===== src/rtl/divider_pkg.sv =====
// Shared constants for the multi-channel clock divider.
package divider_pkg;
  localparam logic MODE_PULSE  = 1'b0;
  localparam logic MODE_SQUARE = 1'b1;
  localparam int   MIN_DIVIDE  = 2;
endpackage


===== src/rtl/multi_divider_if.sv =====
// Config request channel: per-channel ratio/mode writes with valid/ready.
interface multi_divider_if #(
  parameter int CHANNELS    = 4,
  parameter int DIVIDE_BITS = 16
) ();
  localparam int CHAN_W = (CHANNELS > 1) ? $clog2(CHANNELS) : 1;

  logic                   cfg_valid;
  logic                   cfg_ready;
  logic [CHAN_W-1:0]      cfg_chan;
  logic [DIVIDE_BITS-1:0] cfg_divide;
  logic                   cfg_mode;

  modport master (output cfg_valid, cfg_chan, cfg_divide, cfg_mode, input cfg_ready);
  modport slave  (input cfg_valid, cfg_chan, cfg_divide, cfg_mode, output cfg_ready);
endinterface


===== src/rtl/divider_channel.sv =====
// One divider channel: counter, active/shadow ratio+mode, registered out/tick.
module divider_channel
  import divider_pkg::*;
#(
  parameter int DIVIDE_BITS    = 16,
  parameter int DEFAULT_DIVIDE = 100
) (
  input  logic                   clk,
  input  logic                   rst,
  input  logic                   enable,
  input  logic                   sync,
  input  logic                   load,
  input  logic [DIVIDE_BITS-1:0] load_divide,
  input  logic                   load_mode,
  output logic                   pending,
  output logic                   out,
  output logic                   tick
);
  logic [DIVIDE_BITS-1:0] count, div, sh_div, next_count, clamped;
  logic [DIVIDE_BITS:0]   half;
  logic                   mode, sh_mode, wrap, boundary, eff_mode;

  always_comb begin
    wrap       = (count == div - 1'b1);
    boundary   = !enable || sync || wrap;
    next_count = count + 1'b1;
    half       = ({1'b0, div} + 1'b1) >> 1;
    eff_mode   = pending ? sh_mode : mode;
    clamped    = (load_divide < DIVIDE_BITS'(MIN_DIVIDE)) ? DIVIDE_BITS'(MIN_DIVIDE) : load_divide;
  end

  always_ff @(posedge clk or negedge rst) begin
    if (!rst) begin
      count   <= '0;
      div     <= DIVIDE_BITS'(DEFAULT_DIVIDE);
      mode    <= MODE_PULSE;
      sh_div  <= DIVIDE_BITS'(DEFAULT_DIVIDE);
      sh_mode <= MODE_PULSE;
      pending <= 1'b0;
      out     <= 1'b0;
      tick    <= 1'b0;
    end else begin
      // load only fires while not pending, so it never races the shadow copy
      if (load) begin
        sh_div  <= clamped;
        sh_mode <= load_mode;
        pending <= 1'b1;
      end else if (boundary && pending) begin
        div     <= sh_div;
        mode    <= sh_mode;
        pending <= 1'b0;
      end

      if (!enable) begin
        count <= '0;
        out   <= 1'b0;
        tick  <= 1'b0;
      end else if (sync) begin
        count <= '0;
        tick  <= 1'b0;
        out   <= (eff_mode == MODE_SQUARE);
      end else if (wrap) begin
        // count 0 is always inside the high half, so both modes go high
        count <= '0;
        tick  <= 1'b1;
        out   <= 1'b1;
      end else begin
        count <= next_count;
        tick  <= 1'b0;
        out   <= (mode == MODE_SQUARE) && ({1'b0, next_count} < half);
      end
    end
  end
endmodule


===== src/rtl/multi_divider.sv =====
// Multi-channel divider: config decode, ready mux and sync fan-out over channels.
module multi_divider
  import divider_pkg::*;
#(
  parameter int CHANNELS       = 4,
  parameter int DIVIDE_BITS    = 16,
  parameter int DEFAULT_DIVIDE = 100
) (
  input  logic                clk,
  input  logic                rst,
  input  logic [CHANNELS-1:0] enable,
  input  logic                sync,
  multi_divider_if.slave      cfg,
  output logic [CHANNELS-1:0] out,
  output logic [CHANNELS-1:0] tick
);
  localparam int CHAN_W = (CHANNELS > 1) ? $clog2(CHANNELS) : 1;

  logic [CHANNELS-1:0] pending, load;
  logic                ready;

  // out-of-range channels leave ready high and load nothing
  always_comb begin
    ready = 1'b1;
    load  = '0;
    for (int i = 0; i < CHANNELS; i++) begin
      if (cfg.cfg_chan == CHAN_W'(i)) begin
        ready   = !pending[i];
        load[i] = cfg.cfg_valid && !pending[i];
      end
    end
  end

  assign cfg.cfg_ready = ready;

  for (genvar i = 0; i < CHANNELS; i++) begin : g_chan
    divider_channel #(
      .DIVIDE_BITS   (DIVIDE_BITS),
      .DEFAULT_DIVIDE(DEFAULT_DIVIDE)
    ) u_chan (
      .clk        (clk),
      .rst        (rst),
      .enable     (enable[i]),
      .sync       (sync),
      .load       (load[i]),
      .load_divide(cfg.cfg_divide),
      .load_mode  (cfg.cfg_mode),
      .pending    (pending[i]),
      .out        (out[i]),
      .tick       (tick[i])
    );
  end
endmodule


===== src/flat_wrapper.sv =====
// flat-port wrapper written by rule: the top's interface ports become plain ports
module multi_divider_flat import divider_pkg::*;
#(
  parameter int CHANNELS       = 4,
  parameter int DIVIDE_BITS    = 16,
  parameter int DEFAULT_DIVIDE = 100
)
  (clk, rst, enable, sync, out, tick, cfg_cfg_valid, cfg_cfg_chan, cfg_cfg_divide, cfg_cfg_mode, cfg_cfg_ready);
  multi_divider_if #(.CHANNELS(CHANNELS), .DIVIDE_BITS(DIVIDE_BITS)) cfg_i ();
  input  logic clk;
  input  logic rst;
  input  logic [CHANNELS-1:0] enable;
  input  logic sync;
  output logic [CHANNELS-1:0] out;
  output logic [CHANNELS-1:0] tick;
  input wire logic [$bits(cfg_i.cfg_valid)-1:0] cfg_cfg_valid;
  input wire logic [$bits(cfg_i.cfg_chan)-1:0] cfg_cfg_chan;
  input wire logic [$bits(cfg_i.cfg_divide)-1:0] cfg_cfg_divide;
  input wire logic [$bits(cfg_i.cfg_mode)-1:0] cfg_cfg_mode;
  output wire logic [$bits(cfg_i.cfg_ready)-1:0] cfg_cfg_ready;
  assign cfg_i.cfg_valid = cfg_cfg_valid;
  assign cfg_i.cfg_chan = cfg_cfg_chan;
  assign cfg_i.cfg_divide = cfg_cfg_divide;
  assign cfg_i.cfg_mode = cfg_cfg_mode;
  assign cfg_cfg_ready = cfg_i.cfg_ready;
  multi_divider #(.CHANNELS(CHANNELS), .DIVIDE_BITS(DIVIDE_BITS), .DEFAULT_DIVIDE(DEFAULT_DIVIDE)) u_core (.clk(clk), .rst(rst), .enable(enable), .sync(sync), .cfg(cfg_i), .out(out), .tick(tick));
endmodule

===== config.mk =====
export PLATFORM = sky130hd
export DESIGN_NAME = multi_divider_flat
export DESIGN_NICKNAME = d
export VERILOG_FILES = /design/src/rtl/divider_pkg.sv /design/src/rtl/multi_divider_if.sv /design/src/rtl/divider_channel.sv /design/src/rtl/multi_divider.sv /design/src/flat_wrapper.sv
export SDC_FILE = /design/constraint.sdc
export NUM_CORES = 1
export LEC_CHECK = 0
export ABC_CLOCK_PERIOD_IN_PS = 3700
export BUFFER_PORTS_ARGS = -buffer_cell sky130_fd_sc_hd__buf_2
export CAP_MARGIN = 30
export CORE_UTILIZATION = 40
export CTS_BUF_LIST = sky130_fd_sc_hd__clkbuf_16
export CTS_CLUSTER_SIZE = 10
export DETAILED_ROUTE_END_ITERATION = 16
export GPL_TIMING_DRIVEN = 0
export SETUP_SLACK_MARGIN = 0.2
export SLEW_MARGIN = 10
export SYNTH_ARGS = -nofsm -noshare
export SYNTH_HDL_FRONTEND = slang
export SYNTH_SLANG_ARGS = --single-unit
export TNS_END_PERCENT = 10

===== constraint.sdc =====
create_clock -name clk -period 3.7 [get_ports clk]
set_clock_uncertainty 0.2 [all_clocks]
set_input_delay 0.37 -clock clk [delete_from_list [all_inputs] [get_ports clk]]
set_output_delay 0.37 -clock clk [all_outputs]
set_load 0.02 [all_outputs]

* Word-level counts from Yosys, hierarchy flattened
Cells that the tools add are included.
** Operators by class
- Order comparisons :: 5
- Mux-type cells :: 57
- Add/subtract/negate cells :: 12
- Bitwise logic cells :: 4
- Equal/unequal tests :: 7
- Reduce and logical (&&, ||, !) cells :: 37
** Operators with widths (number)
- $mux W16 :: 13
- $add A16 B1 Y17 const B :: 4
- $add A16 B1 Y16 const B :: 4
- $eq A16 B16 Y1 :: 4
- $lt A16 B16 Y1 :: 4
- $sub A16 B1 Y16 const B :: 4
- $mux W1 :: 44
- $lt A16 B2 Y1 const B :: 1
- $logic_and A1 B1 Y1 :: 12
- $logic_not A1 Y1 :: 8
- $logic_or A1 B1 Y1 :: 8
- $reduce_and A2 Y1 :: 4
- $reduce_bool A2 Y1 :: 4
- $eq A2 B2 Y1 const B :: 2
- $not A1 Y1 :: 4
- $eq A2 B1 Y1 const B :: 1
- $logic_not A2 Y1 :: 1
** Word-level totals
- Output and inout bits :: 9
- Bits of input ports :: 27
- Register bits after elaboration :: 212
- Logic and storage cells :: 154

* Depth between registers and ports, before layout
- Word-level depth :: 6
- Depth in mapped cells :: 15
- Depth with buffers taken out :: 15

* Hierarchy
A second synthesis with hierarchy kept.
** Second synthesis, totals
- Cell total of the unflattened synthesis :: 1526
- Area total of the unflattened synthesis :: 14819.2 um2
** By module, submodules not included
- divider_channel (u_core.g_chan[0].u_chan ...) :: cells each 388, area an instance 3733.6 um2, times used 3
- divider_channel (u_core.g_chan[1].u_chan) :: cells each 355, area an instance 3557.2 um2, times used 1
- multi_divider :: cells each 7, area an instance 61.3 um2, times used 1

* Worst setup path before layout
Ideal clock, no wire load.
- Kind :: register -> register
- Start point :: register u_core.g_chan[1].u_chan.div[0]
- End point :: register u_core.g_chan[1].u_chan.div[10]
- Setup time :: 0.125 ns
- Required time :: 3.375 ns
- Stages on the path, launching flop included :: 12
- Data arrival time :: 3.333 ns
- Buffers on the path :: 2
- Clock period less this slack :: 3.658 ns
- Setup slack :: 0.042 ns
- Cells stage by stage :: dfrtp_1 -> inv_1 -> ha_1 -> or4b_4 -> or4b_1 -> a211o_1 -> and3_4 -> o41a_1 -> nand2b_4 -> buf_6 -> buf_8 -> mux2_4
** On the way
- Cells in the longest elaborated chain, start to end :: 5
** Ends and longest elaborated chain
- from (decl) :: line divider_channel.sv:19 : logic [DIVIDE_BITS-1:0] count, div, sh_div, next_count, clamped;
- from (signal assigned) :: line divider_channel.sv:35 : div <= DIVIDE_BITS'(DEFAULT_DIVIDE);
- from (signal assigned) :: line divider_channel.sv:49 : div <= sh_div;
- $sub A16 B1 Y16 :: line divider_channel.sv:24 : wrap = (count == div - 1'b1);
- $eq A16 B16 Y1 :: line divider_channel.sv:24
- $logic_or A1 B1 Y1 :: line divider_channel.sv:25 : boundary = !enable || sync || wrap;
- $logic_and A1 B1 Y1 :: line divider_channel.sv:48 : end else if (boundary && pending) begin
- $reduce_and A2 Y1 (no line)
No other way between the ends.
A chain may end at the register's enable or synchronous reset.

* Worst setup path in the final report
- Start point :: register u_core.g_chan[2].u_chan.div[1]
- End point :: register u_core.g_chan[2].u_chan.div[8]
** On the way
- Cells in the longest elaborated chain, start to end :: 5
** Ends and longest elaborated chain (line)
- from (decl) :: divider_channel.sv:19
- from (signal assigned) :: divider_channel.sv:35
- from (signal assigned) :: divider_channel.sv:49
- $sub A16 B1 Y16 :: divider_channel.sv:24
- $eq A16 B16 Y1 :: divider_channel.sv:24
- $logic_or A1 B1 Y1 :: divider_channel.sv:25
- $logic_and A1 B1 Y1 :: divider_channel.sv:48
- $reduce_and A2 Y1 (no line)
No other way between the ends.

==> results.md <==
- Crit start category: register
- Sinks on the clock net: 212
- Vias: 10.9k
- Count leader, synth: dfrtp_1
- Worst min path class: in -> reg
- Die width: 187 µm
- Residual DRC: 0
- Post-DRT Antenna Nets: 0
- Inserted Clock Buffers: 26
- Wirelength per Cell: 16.7 µm
- Fin. max-slew vios: 0
- R2r setup slk: 80 ps
- Status: finished clean
- Ports: 36
- Fraction of layout cells with a size suffix above 1: 19.4%
- Maxcap violations: 0
- Drt first-iter violations: 576
- Max Fclk: 276 MHz
- Nets: 1667
- Syn avg cell area: 9.39 µm²
- Reg-to-reg startpoint: u_core.g_chan[2].u_chan.div[1]
- Critical path arrival: 3840 ps
- CP max-delay cell: or4_4
- Worst Hold Path Cells: 3
- Drt first pass iters: 5
- Pwr/cell area: 550 nW/µm²
- RSZ-0062 raised after global routing: yes
- Core Region: 33700 µm²
- Layout Area Growth over Synthesis: 17.6%
- Cells after Synth: 1465
- Critical path class: reg -> reg
- Distinct cells, synth: 71
- Die area: 35100 µm²
- Leakage: 7.05 nW
- Seq/Total Area, Yosys: 38.8%
- Core Util, Final: 48.0%
- Crit Path Max Fanout: 6
- Slew @ Worst Pin: 694 ps
- Crit-path max cell delay: 550 ps
- Largest net degree at the start of global routing: 95
- Crit path top cell by count: o21ai_4
- Switching Fraction: 36.5%
- Chip height: 187 µm
- Worst IR drop on VDD: 400 µV
- Hold Path Origin: enable[2]
- Most common library cells after synthesis: 188 x dfrtp_1, 185 x nand2_1, 103 x xnor2_1
- GR Util All Layers: 19.6%
- Number of flops mapped to enable cells by yosys: 0
- Part of the power in registers: 35.7%
- Clk_lat worst skew: 540 ps
- Total power after layout: 8.90 mW
- Period utilization: 97.8%
- Comb power frac: 39.3%
- Synth async-reset ratio: 100%
- Synth top area cells: dfrtp_1 34%, xnor2_1 6.6%, ha_1 6.5%
- CTS tree: done
- Slew margin rel.: 53.8%
- Hold WS: 24.5 ps
- Required time of the critical path: 3920 ps
- Crit path buf inv count: 4
- Internal Pwr Total: 5.65 mW
- Final GP Congestion: 0.866
- Initial Util: 40.8%
- Gr ovfl total: 0
- Cell taking the most area after synthesis: dfrtp_1
- Reg-to-reg endpoint: u_core.g_chan[2].u_chan.div[8]
- Setup crit end kind: register
- Final wirelength: 34000 µm
- Clock buffer depth: 3
- Predominant post-synthesis flop cell: dfrtp_1
- Reg2reg path depth: 12
- N_diodes: 0
- Register bit total from synthesis: 212
- Vias in the first global route: 11.0k
- Yosys warns: 0
- Via/cell ratio: 5.38
- Crit path max-delay family: simple AND/OR/NAND/NOR gates
- Initial antenna violation count: 0
- Mapped Nets: 1564
- Final min period: 3620 ps
- Final hold violation count: 0
- CTS Root Cell: clkbuf_16
- Detailed Place HPWL: 24600 µm
- Net switching power: 3.25 mW
- Final setup viols: 0
- Setup TNS: 0 ps
- Crit path cell chain: buf_6 > inv_4 > ha_4 > or4b_4 > or4_4 > o21ai_4 > o2111ai_2 > a2111oi_4 > buf_4 > o21ai_4 > clkbuf_16 > mux2_2
- First-pass GRT wire length: 56600 µm
- Clock power frac: 25.0%
- Clock transition at path regs: 60 ps
- Hold EP: u_core.g_chan[2].u_chan.out
- Htree depth: 1
- Port Buffers: 35
- Row cnt: 67
- Synthesized cell area: 13800 µm²
- Post-synth top area share: 34.2%
-- layout by cell type, fill, tap and decap left out, types with 7 or more instances in the layout --
cell type      Yosys  final
nand2_1          185    185
dfrtp_1          188    185
xnor2_1          103    102
xor2_1            78     78
mux2_2            72     72
nor2_1            71     71
ha_1              72     68
nand3_1           62     62
clkbuf_1          83     54
inv_1             35     45
o211ai_1          43     43
nor2b_1           43     42
buf_2              7     41
o21ai_0           37     35
and2_1            34     34
nand4_1           32     32
buf_4              8     29
clkbuf_16          0     27
dfstp_2           24     24
nor3_1            26     22
and3_1            22     21
a21oi_1           20     18
dlygate4sd3_1      0     18
nor4_1            24     17
a21o_1            15     15
nand2b_1          14     14
or4_1             16     12
or3_1             14     12
clkbuf_2           0     11
or2_2             10      9
mux2_4             9      9
a31oi_1            9      8
a211oi_1           9      8
buf_8              1      7
nor4_4             0      7
o31ai_1            8      7
-- power groups by stage --
stage               Sequential, mW  Combinational (mW)  Clock [mW]
floorplan                     3.08                2.42           0
global placement              3.18                2.99           0
detailed placement            3.19                3.08           0
CTS                           3.16                3.32        2.29
global route                  3.24                3.89        2.39
finish                        3.18                3.50        2.22
-- area by class of cell --
cell class                 count  area (µm²)
sequential                   212        5340
multi-input combinational   1114        8200
clock buffer                  26         651
fill                        3218       17500
buffer                       100         574
clock inverter                20        88.8
inverter                      36         140
tap                          448         561
timing repair buffer          78         627
-- worst register-to-register path: stages, from the launching register on --
cell       delay (ps)
dfrtp_1           400
buf_6             150
inv_4              60
ha_4              150
or4b_4            520
or4_4             550
o21ai_4           180
o2111ai_2         160
a2111oi_4         390
buf_4             190
o21ai_4           100
clkbuf_16         190
mux2_2            270
-- layer usage --
layer	part of all wire [%]	vias up	global-route usage (%)
li1	-	5344	-
met1	48	5359	27.1
met2	46	183	31.7
met3	3.5	51	2.48
met4	2.5	0	6.29
met5	0	-	0
-- stage by stage --
stage / instances / cell area, µm² / worst slack (ps)
after floorplan: 1465 / 13800 / 128
after global placement: 1948 / 14500 / -1660
after detailed placement: 1950 / 14600 / -615
after CTS: 2024 / 15900 / 118
after global routing: 2034 / 16200 / 21.1
final: 2034 / 16200 / 79.6
-- what timing repair did --
item                                    in CTS  in global routing
pin swaps                                   11                 16
hold buffers                                18                  0
hold endpoints to repair                   151                  0
endpoints found under the setup margin     133                115
buffers inserted                            12                 10
cloned                                       0                  1
resized for setup                           76                 72
-- state kept, by name (all words and copies together), names as in the netlist --
| name | cells |
|---|---|
| u_core.g_chan.u_chan.count | 64 |
| u_core.g_chan.u_chan.div | 64 |
| u_core.g_chan.u_chan.sh_div | 64 |
| u_core.g_chan.u_chan.mode | 4 |
| u_core.g_chan.u_chan.out | 4 |
| u_core.g_chan.u_chan.pending | 4 |
| u_core.g_chan.u_chan.sh_mode | 4 |
| u_core.g_chan.u_chan.tick | 4 |
-- worst max path at each step --
stage	from	end	slack (ps)	cells past startpoint
6_report	u_core.g_chan[2].u_chan.div[1]	u_core.g_chan[2].u_chan.div[8]	80	12
5_1_grt	u_core.g_chan[2].u_chan.div[1]	u_core.g_chan[2].u_chan.div[8]	20	12
4_1_cts	u_core.g_chan[0].u_chan.div[0]	u_core.g_chan[0].u_chan.div[11]	120	13
3_5_place_dp	u_core.g_chan[2].u_chan.div[0]	u_core.g_chan[2].u_chan.pending	-610	12
3_3_place_gp	rst	u_core.g_chan[0].u_chan.count[1]	-1660	1
2_1_floorplan	u_core.g_chan[1].u_chan.div[0]	u_core.g_chan[1].u_chan.div[10]	130	11
-- logic make-up after synthesis --
| kind of cell | after synthesis | synth area share (%) |
|---|---|---|
| XOR/XNOR | 181 | 11.5 |
| multiplexers | 87 | 7.31 |
| buffers and inverters | 139 | 4.27 |
| adder cells (fa/ha/maj) | 72 | 6.55 |
| AO/OA/AOI/OAI | 186 | 9.43 |
| AND/OR/NAND/NOR | 588 | 22.1 |
| flip-flops | 212 | 38.8 |
Power figures use the tool's default switching activity.
